==> src/rtl/mul_arb_pkg.sv <==
`default_nettype none
// ============================================================================
// Module      : mul_arb_pkg
// Description : Shared types and helpers for the mul_arb multiplier arbiter.
//               - state_e   : sequencer state (IDLE, RUN)
//               - OWN0/OWN1 : encoding of the requester that owns the
//                             multiplier
//               - cnt_width : width of a down-counter that must hold WIDTH
// Revision    : 1.0 - initial release
// ============================================================================
package mul_arb_pkg;

  typedef enum logic [0:0] {
    IDLE = 1'b0,
    RUN  = 1'b1
  } state_e;

  localparam logic OWN0 = 1'b0;
  localparam logic OWN1 = 1'b1;

  // Bits needed to count from WIDTH down to 1.
  function automatic int cnt_width(input int width);
    return $clog2(width + 1);
  endfunction

endpackage : mul_arb_pkg
`default_nettype wire

==> src/rtl/mul_arb_seq.sv <==
`default_nettype none
// ============================================================================
// Module      : mul_seq
// Description : Sequential unsigned shift-add multiplier.
//               A start pulse loads the operands. After that, one
//               partial-product step is taken on every clock.
//               prod_o presents the accumulator including the step applied in
//               the current cycle. The caller can therefore register the
//               finished product on the same edge that completes the last
//               step.
// Ports       : clk     in   system clock
//               rst     in   synchronous active-high reset
//               start_i in   load a_i/b_i and clear the accumulator
//               a_i     in   multiplicand (WIDTH)
//               b_i     in   multiplier   (WIDTH)
//               prod_o  out  running product (2*WIDTH)
// Revision    : 1.0 - initial release
// ============================================================================
module mul_seq #(
  parameter int WIDTH = 32
) (
  input  logic               clk,
  input  logic               rst,
  input  logic               start_i,
  input  logic [WIDTH-1:0]   a_i,
  input  logic [WIDTH-1:0]   b_i,
  output logic [2*WIDTH-1:0] prod_o
);

  logic [2*WIDTH-1:0] acc_q;
  logic [2*WIDTH-1:0] mcand_q;
  logic [WIDTH-1:0]   mplier_q;
  logic [2*WIDTH-1:0] partial;
  logic [2*WIDTH-1:0] acc_d;

  // The multiplier register shifts right, so bit 0 always holds the bit
  // belonging to the current step. The multiplicand shifts left to match
  // that bit's weight.
  assign partial = mplier_q[0] ? mcand_q : '0;
  assign acc_d   = acc_q + partial;
  assign prod_o  = acc_d;

  // After WIDTH steps the multiplier register is all zero. Extra steps taken
  // while the arbiter idles therefore leave the accumulator unchanged.
  always_ff @(posedge clk) begin
    if (rst) begin
      acc_q    <= '0;
      mcand_q  <= '0;
      mplier_q <= '0;
    end else if (start_i) begin
      acc_q    <= '0;
      mcand_q  <= {{WIDTH{1'b0}}, a_i};
      mplier_q <= b_i;
    end else begin
      acc_q    <= acc_d;
      mcand_q  <= mcand_q << 1;
      mplier_q <= mplier_q >> 1;
    end
  end

endmodule : mul_seq
`default_nettype wire

==> src/rtl/mul_arb.sv <==
`default_nettype none
// ============================================================================
// Module      : mul_arb
// Description : Two-port arbiter and sequencer for one shared shift-add
//               multiplier.
//               In IDLE, a request is granted and its operands are loaded
//               into mul_seq. The block then spends WIDTH cycles in RUN and
//               returns the 2*WIDTH-bit product with a done pulse to the
//               owner.
//               Arbitration is round-robin by default.
//               Defining MUL_ARB_FIXED_PRIO_EN selects fixed priority
//               (requester 0 wins) and removes the round-robin pointer.
// Ports       : clk            in   system clock
//               rst            in   synchronous active-high reset
//               req0_i/req1_i  in   request, held with operands until ack
//               a0_i,b0_i      in   requester 0 operands (WIDTH)
//               a1_i,b1_i      in   requester 1 operands (WIDTH)
//               ack0_o/ack1_o  out  one-cycle pulse, operands captured
//               done0_o/done1_o out one-cycle pulse, res_o valid for owner
//               res_o          out  product (2*WIDTH), held until next done
//               busy_o         out  high while a multiply is in progress
// Config      : MUL_ARB_FIXED_PRIO_EN (optional define)
// Revision    : 1.0 - initial release
// ============================================================================
module mul_arb
  import mul_arb_pkg::*;
#(
  parameter int WIDTH = 32
) (
  input  logic               clk,
  input  logic               rst,
  input  logic               req0_i,
  input  logic [WIDTH-1:0]   a0_i,
  input  logic [WIDTH-1:0]   b0_i,
  input  logic               req1_i,
  input  logic [WIDTH-1:0]   a1_i,
  input  logic [WIDTH-1:0]   b1_i,
  output logic               ack0_o,
  output logic               ack1_o,
  output logic               done0_o,
  output logic               done1_o,
  output logic [2*WIDTH-1:0] res_o,
  output logic               busy_o
);

  localparam int                CNT_W    = cnt_width(WIDTH);
  localparam logic [CNT_W-1:0]  CNT_INIT = CNT_W'(WIDTH);
  localparam logic [CNT_W-1:0]  CNT_LAST = CNT_W'(1);

  state_e               state_q, state_d;
  logic [CNT_W-1:0]     cnt_q, cnt_d;
  logic                 owner_q, owner_d;
  logic [2*WIDTH-1:0]   res_q, res_d;
  logic                 busy_q, busy_d;
  logic                 ack0_q, ack0_d;
  logic                 ack1_q, ack1_d;
  logic                 done0_q, done0_d;
  logic                 done1_q, done1_d;

  logic                 any_req;
  logic                 grant1;
  logic                 start;
  logic [WIDTH-1:0]     op_a;
  logic [WIDTH-1:0]     op_b;
  logic [2*WIDTH-1:0]   prod;

  assign any_req = req0_i | req1_i;

  // --------------------------------------------------------------------------
  // Arbitration. grant1 is only meaningful while any_req is set. With no
  // request, the IDLE branch below ignores it.
  // --------------------------------------------------------------------------
`ifdef MUL_ARB_FIXED_PRIO_EN
  assign grant1 = req1_i & ~req0_i;
`else
  // last_q holds the requester served most recently. Reset marks requester 1
  // as served last, so requester 0 wins the first contested grant.
  logic last_q;

  assign grant1 = req1_i & (~req0_i | (last_q == OWN0));

  always_ff @(posedge clk) begin
    if (rst) begin
      last_q <= OWN1;
    end else if ((state_q == IDLE) && any_req) begin
      last_q <= grant1 ? OWN1 : OWN0;
    end
  end
`endif

  assign op_a = grant1 ? a1_i : a0_i;
  assign op_b = grant1 ? b1_i : b0_i;

  // --------------------------------------------------------------------------
  // Shared multiplier
  // --------------------------------------------------------------------------
  mul_seq #(
    .WIDTH (WIDTH)
  ) u_mul_seq (
    .clk     (clk),
    .rst     (rst),
    .start_i (start),
    .a_i     (op_a),
    .b_i     (op_b),
    .prod_o  (prod)
  );

  // --------------------------------------------------------------------------
  // Sequencer
  // --------------------------------------------------------------------------
  always_comb begin
    state_d = state_q;
    cnt_d   = cnt_q;
    owner_d = owner_q;
    res_d   = res_q;
    busy_d  = busy_q;
    ack0_d  = 1'b0;
    ack1_d  = 1'b0;
    done0_d = 1'b0;
    done1_d = 1'b0;
    start   = 1'b0;

    unique case (state_q)
      IDLE: begin
        if (any_req) begin
          start   = 1'b1;
          owner_d = grant1 ? OWN1 : OWN0;
          ack0_d  = ~grant1;
          ack1_d  = grant1;
          cnt_d   = CNT_INIT;
          busy_d  = 1'b1;
          state_d = RUN;
        end
      end

      RUN: begin
        cnt_d = cnt_q - CNT_LAST;
        // When cnt is 1, mul_seq is applying its final step, so prod
        // already holds the complete product.
        if (cnt_q == CNT_LAST) begin
          res_d   = prod;
          done0_d = (owner_q == OWN0);
          done1_d = (owner_q == OWN1);
          busy_d  = 1'b0;
          state_d = IDLE;
        end
      end

      default: begin
        state_d = IDLE;
      end
    endcase
  end

  always_ff @(posedge clk) begin
    if (rst) begin
      state_q <= IDLE;
      cnt_q   <= '0;
      owner_q <= OWN0;
      res_q   <= '0;
      busy_q  <= 1'b0;
      ack0_q  <= 1'b0;
      ack1_q  <= 1'b0;
      done0_q <= 1'b0;
      done1_q <= 1'b0;
    end else begin
      state_q <= state_d;
      cnt_q   <= cnt_d;
      owner_q <= owner_d;
      res_q   <= res_d;
      busy_q  <= busy_d;
      ack0_q  <= ack0_d;
      ack1_q  <= ack1_d;
      done0_q <= done0_d;
      done1_q <= done1_d;
    end
  end

  assign ack0_o  = ack0_q;
  assign ack1_o  = ack1_q;
  assign done0_o = done0_q;
  assign done1_o = done1_q;
  assign res_o   = res_q;
  assign busy_o  = busy_q;

endmodule : mul_arb
`default_nettype wire

==> config.mk <==
export PLATFORM = sky130hd
export DESIGN_NAME = mul_arb
export DESIGN_NICKNAME = d
export VERILOG_FILES = /design/src/rtl/mul_arb_pkg.sv /design/src/rtl/mul_arb_seq.sv /design/src/rtl/mul_arb.sv
export SDC_FILE = /design/constraint.sdc
export NUM_CORES = 1
export LEC_CHECK = 0
export CORE_MARGIN = 2
export CORE_UTILIZATION = 30
export CTS_BUF_LIST = sky130_fd_sc_hd__clkbuf_2 sky130_fd_sc_hd__clkbuf_4 sky130_fd_sc_hd__clkbuf_8
export CTS_CLUSTER_DIAMETER = 80
export DETAILED_ROUTE_END_ITERATION = 16
export PLACE_DENSITY_LB_ADDON = 0.25
export SLEW_MARGIN = 20
export SYNTH_ARGS = -nofsm -noshare
export SYNTH_HDL_FRONTEND = slang
export SYNTH_SLANG_ARGS = --single-unit
==> constraint.sdc <==
create_clock -name clk -period 8.2 [get_ports clk]
set_input_delay 2.05 -clock clk [delete_from_list [all_inputs] [get_ports clk]]
set_output_delay 2.05 -clock clk [all_outputs]
set_load 0.02 [all_outputs]
==> impl_metrics.json <==
{
  "ys.flop_type": "dfxtp_1",
  "hold_class": "register to register",
  "ios": 201,
  "worstPathArrival_ns": 4.71,
  "placed_cell_area_sq_mm": 0.0141,
  "hold_viol": 0,
  "status": "finished clean",
  "cts_root_buf": "clkbuf_8",
  "cp_common_cell": "nor2_1",
  "drt_first_pass_iters": 8,
  "first_global_vias": 10300,
  "cp_num_cells": 7,
  "syn-num-nets": 1589,
  "setup_viol": 0,
  "synth_area_leader_cell": "dfxtp_1",
  "r2r_cells": 13,
  "critPathKind": "input port to register",
  "die_area_sq_mm": 0.0407,
  "cp-start-kind": "input port",
  "grt_pass1_wl_microns": 54800,
  "htree_levels": 2,
  "vias_per_cell": 4.96,
  "cp.buffers_inverters": 3,
  "io_buffers": 200,
  "drtIter0Drc": 695,
  "min_from": "u_mul_seq.mcand_q[32]$_SDFF_PP0_",
  "cts_tree": "yes",
  "die_h_microns": 202,
  "grt_overflow_total": 0,
  "synthArstFlopShare_pct": 0,
  "ant_nets": 0,
  "synth_warnings": 0,
  "worstMarginPinSlew_ns": 0.946,
  "clockBufferDepth": 3,
  "yosys.area.top_type_share_pct": 40.7,
  "cpMaxStageDelayCell": "buf_4",
  "post-route-cell-area_sq_mm": 0.0150,
  "grt_max_degree": 88,
  "crit_chain": "clkdlybuf4s50_1, nor2_1, nor2_1, nor2_4, buf_4, a222oi_1, inv_1",
  "antenna_cells": 0,
  "critPathRequiredTime_ns": 8.70,
  "wl_per_cell_microns": 16.3,
  "synthToLayoutAreaGrowth_pct": 28.4,
  "rows": 72,
  "cp-endpoint": "u_mul_seq.mcand_q[26]$_SDFF_PP0_",
  "n_fill_cell": 4047,
  "seq_area_frac_synth_pct": 40.7,
  "timing.final.max_slew_violations": 0,
  "ys_ff_latch": 238,
  "clkSinkCount": 238,
  "holdWs_ns": 0.441,
  "vdd_ir_drop_max_uv": 100,
  "grt.total_usage_pct": 16.6,
  "antenna_found_initial": 0,
  "synth.avg_cell_area_sq_um": 8.42,
  "finalNetCount": 1758,
  "r2r_end": "res_o[62]$_SDFFE_PP0P_",
  "power_density_mw_per_mm2": 174,
  "reg2reg_slack_ns": 4.13,
  "worst_path_largest_cell_delay_ns": 0.66,
  "worstReg2RegStart": "u_mul_seq.mplier_q[0]$_SDFF_PP0_",
  "cts_hold_buffers": 0,
  "fin_crit_ns": 4.21,
  "skew_ns": 0.0294,
  "synth_area_leaders": "dfxtp_1 41%, ha_1 6.9%, and2_1 6.1%",
  "cp-startpoint": "req0_i",
  "clk_latency_ns": 0.58,
  "rsz0062_at_grt": "no",
  "clk_pin_slew_worst_paths_ns": 0.06,
  "gp_congestion": 0.884,
  "critPathCaptureType": "register",
  "core_sq_mm": 0.0386,
  "drive_above_1_share_pct": 6.68,
  "start_util_pct": 30.4,
  "max_freq_mhz": 238,
  "via_count": 10400,
  "setup_tns_ns": 0,
  "hpwl_microns": 25400,
  "cellLeakagePower_nw": 6.18,
  "maxCapViolCount": 0,
  "post_cts_buffers": 0,
  "cp_max_fo": 64,
  "fin_cells": 2104,
  "final_core_util_pct": 39.0,
  "synth_enable_flop_cells": 0,
  "ctsResizeCount": 0,
  "yosysUniqueCellTypes": 69,
  "cp_top_family": "buffers and inverters",
  "relSlewSlack_pct": 36.9,
  "routed_wl_microns": 34300,
  "syn_area_sq_mm": 0.0117,
  "cts_made_buffers": 45,
  "drc": 0,
  "die_x_microns": 202,
  "placed_cells": 2031,
  "fin_crit_sh_pct": 51.3,
  "synthCells": 1391
}
[flip-flops by register name, indices dropped and copies added, names as in the netlist]
register            flops
u_mul_seq.mcand_q      64
u_mul_seq.acc_q        64
res_o                  64
done1_o                 1
ack1_o                  1
u_mul_seq.mplier_q     32
state_q                 1
last_q                  1
cnt_q                   6
busy_o                  1
done0_o                 1
ack0_o                  1
owner_q                 1
[cells in the mapped netlist, types with 12 or more instances]
| master | count |
|---|---|
| xor2_1 | 27 |
| o21ai_0 | 59 |
| and2_1 | 114 |
| a21oi_1 | 124 |
| nand2_1 | 94 |
| a211oi_1 | 12 |
| nand4_1 | 17 |
| nor3_1 | 18 |
| o21bai_1 | 19 |
| dfxtp_1 | 238 |
| a222oi_1 | 62 |
| clkbuf_1 | 70 |
| nor2_1 | 168 |
| a21o_1 | 22 |
| inv_1 | 81 |
| ha_1 | 65 |
| nand3_1 | 26 |
| xnor2_1 | 34 |
[stage by stage]
stage,power (mW),worst slack (ns)
finish,2.62,3.99
global route,2.74,3.69
CTS,2.67,3.97
detailed placement,1.45,3.36
global placement,1.44,3.46
floorplan,1.33,4.81
[power by group]
group | total (mW) | internal (mW) | leakage (nW) | switching [mW]
Clock | 1.20 | 0.691 | 0.490 | 0.512
Combinational | 0.205 | 0.102 | 3.75 | 0.103
Sequential | 1.21 | 1.19 | 1.93 | 0.0200
Total | 2.62 | 1.99 | 6.18 | 0.636
[final cells by class]
type	instances	area, sq um	share of cell area, %
well taps	518	648	4.31
repair buffers	209	2060	13.7
clock buffers	63	798	5.31
inverters	82	308	2.05
multi-input cells	984	6340	42.1
clock inverters	10	125	0.832
flip-flops and latches	238	4760	31.7
[metal layers]
layer	part of all wire, %	global-route usage (%)	up-vias
li1	-	-	5261
met1	45	21.3	4821
met2	46	27.6	304
met3	7.0	4.20	57
met4	2.2	4.78	0
met5	0	0	-
[layout by cell type, fill, tap and decap left out, types with 59 or more instances in the layout]
master,count
and2_1,114
inv_1,81
o21ai_0,59
a222oi_1,62
nor2_1,167
a21oi_1,122
clkdlybuf4s50_1,199
nand2_1,94
ha_1,65
dfxtp_1,238
[kinds of logic (layout without fill, tap and decap cells)]
| kind of cell | Yosys count | count (layout) | share of synthesized area, % |
|---|---|---|---|
| AND/OR/NAND/NOR | 485 | 485 | 20.1 |
| AO/OA/AOI/OAI | 367 | 367 | 21.5 |
| flip-flops | 238 | 238 | 40.7 |
| buffers and inverters | 169 | 364 | 5.60 |
| adder cells (fa/ha/maj) | 66 | 66 | 7.11 |
| XOR/XNOR | 61 | 61 | 4.56 |
| multiplexers | 5 | 5 | 0.438 |
[how the worst min path moves through the flow]
stage	endpoint	cells past startpoint
2_1_floorplan	done0_o$_SDFF_PP0_	1
4_1_cts	u_mul_seq.mcand_q[33]$_SDFF_PP0_	1
6_report	u_mul_seq.mcand_q[33]$_SDFF_PP0_	1
5_1_grt	u_mul_seq.mcand_q[43]$_SDFF_PP0_	1
3_3_place_gp	u_mul_seq.mcand_q[55]$_SDFF_PP0_	1
3_5_place_dp	u_mul_seq.mcand_q[38]$_SDFF_PP0_	1
Power figures use the tool's default switching activity.
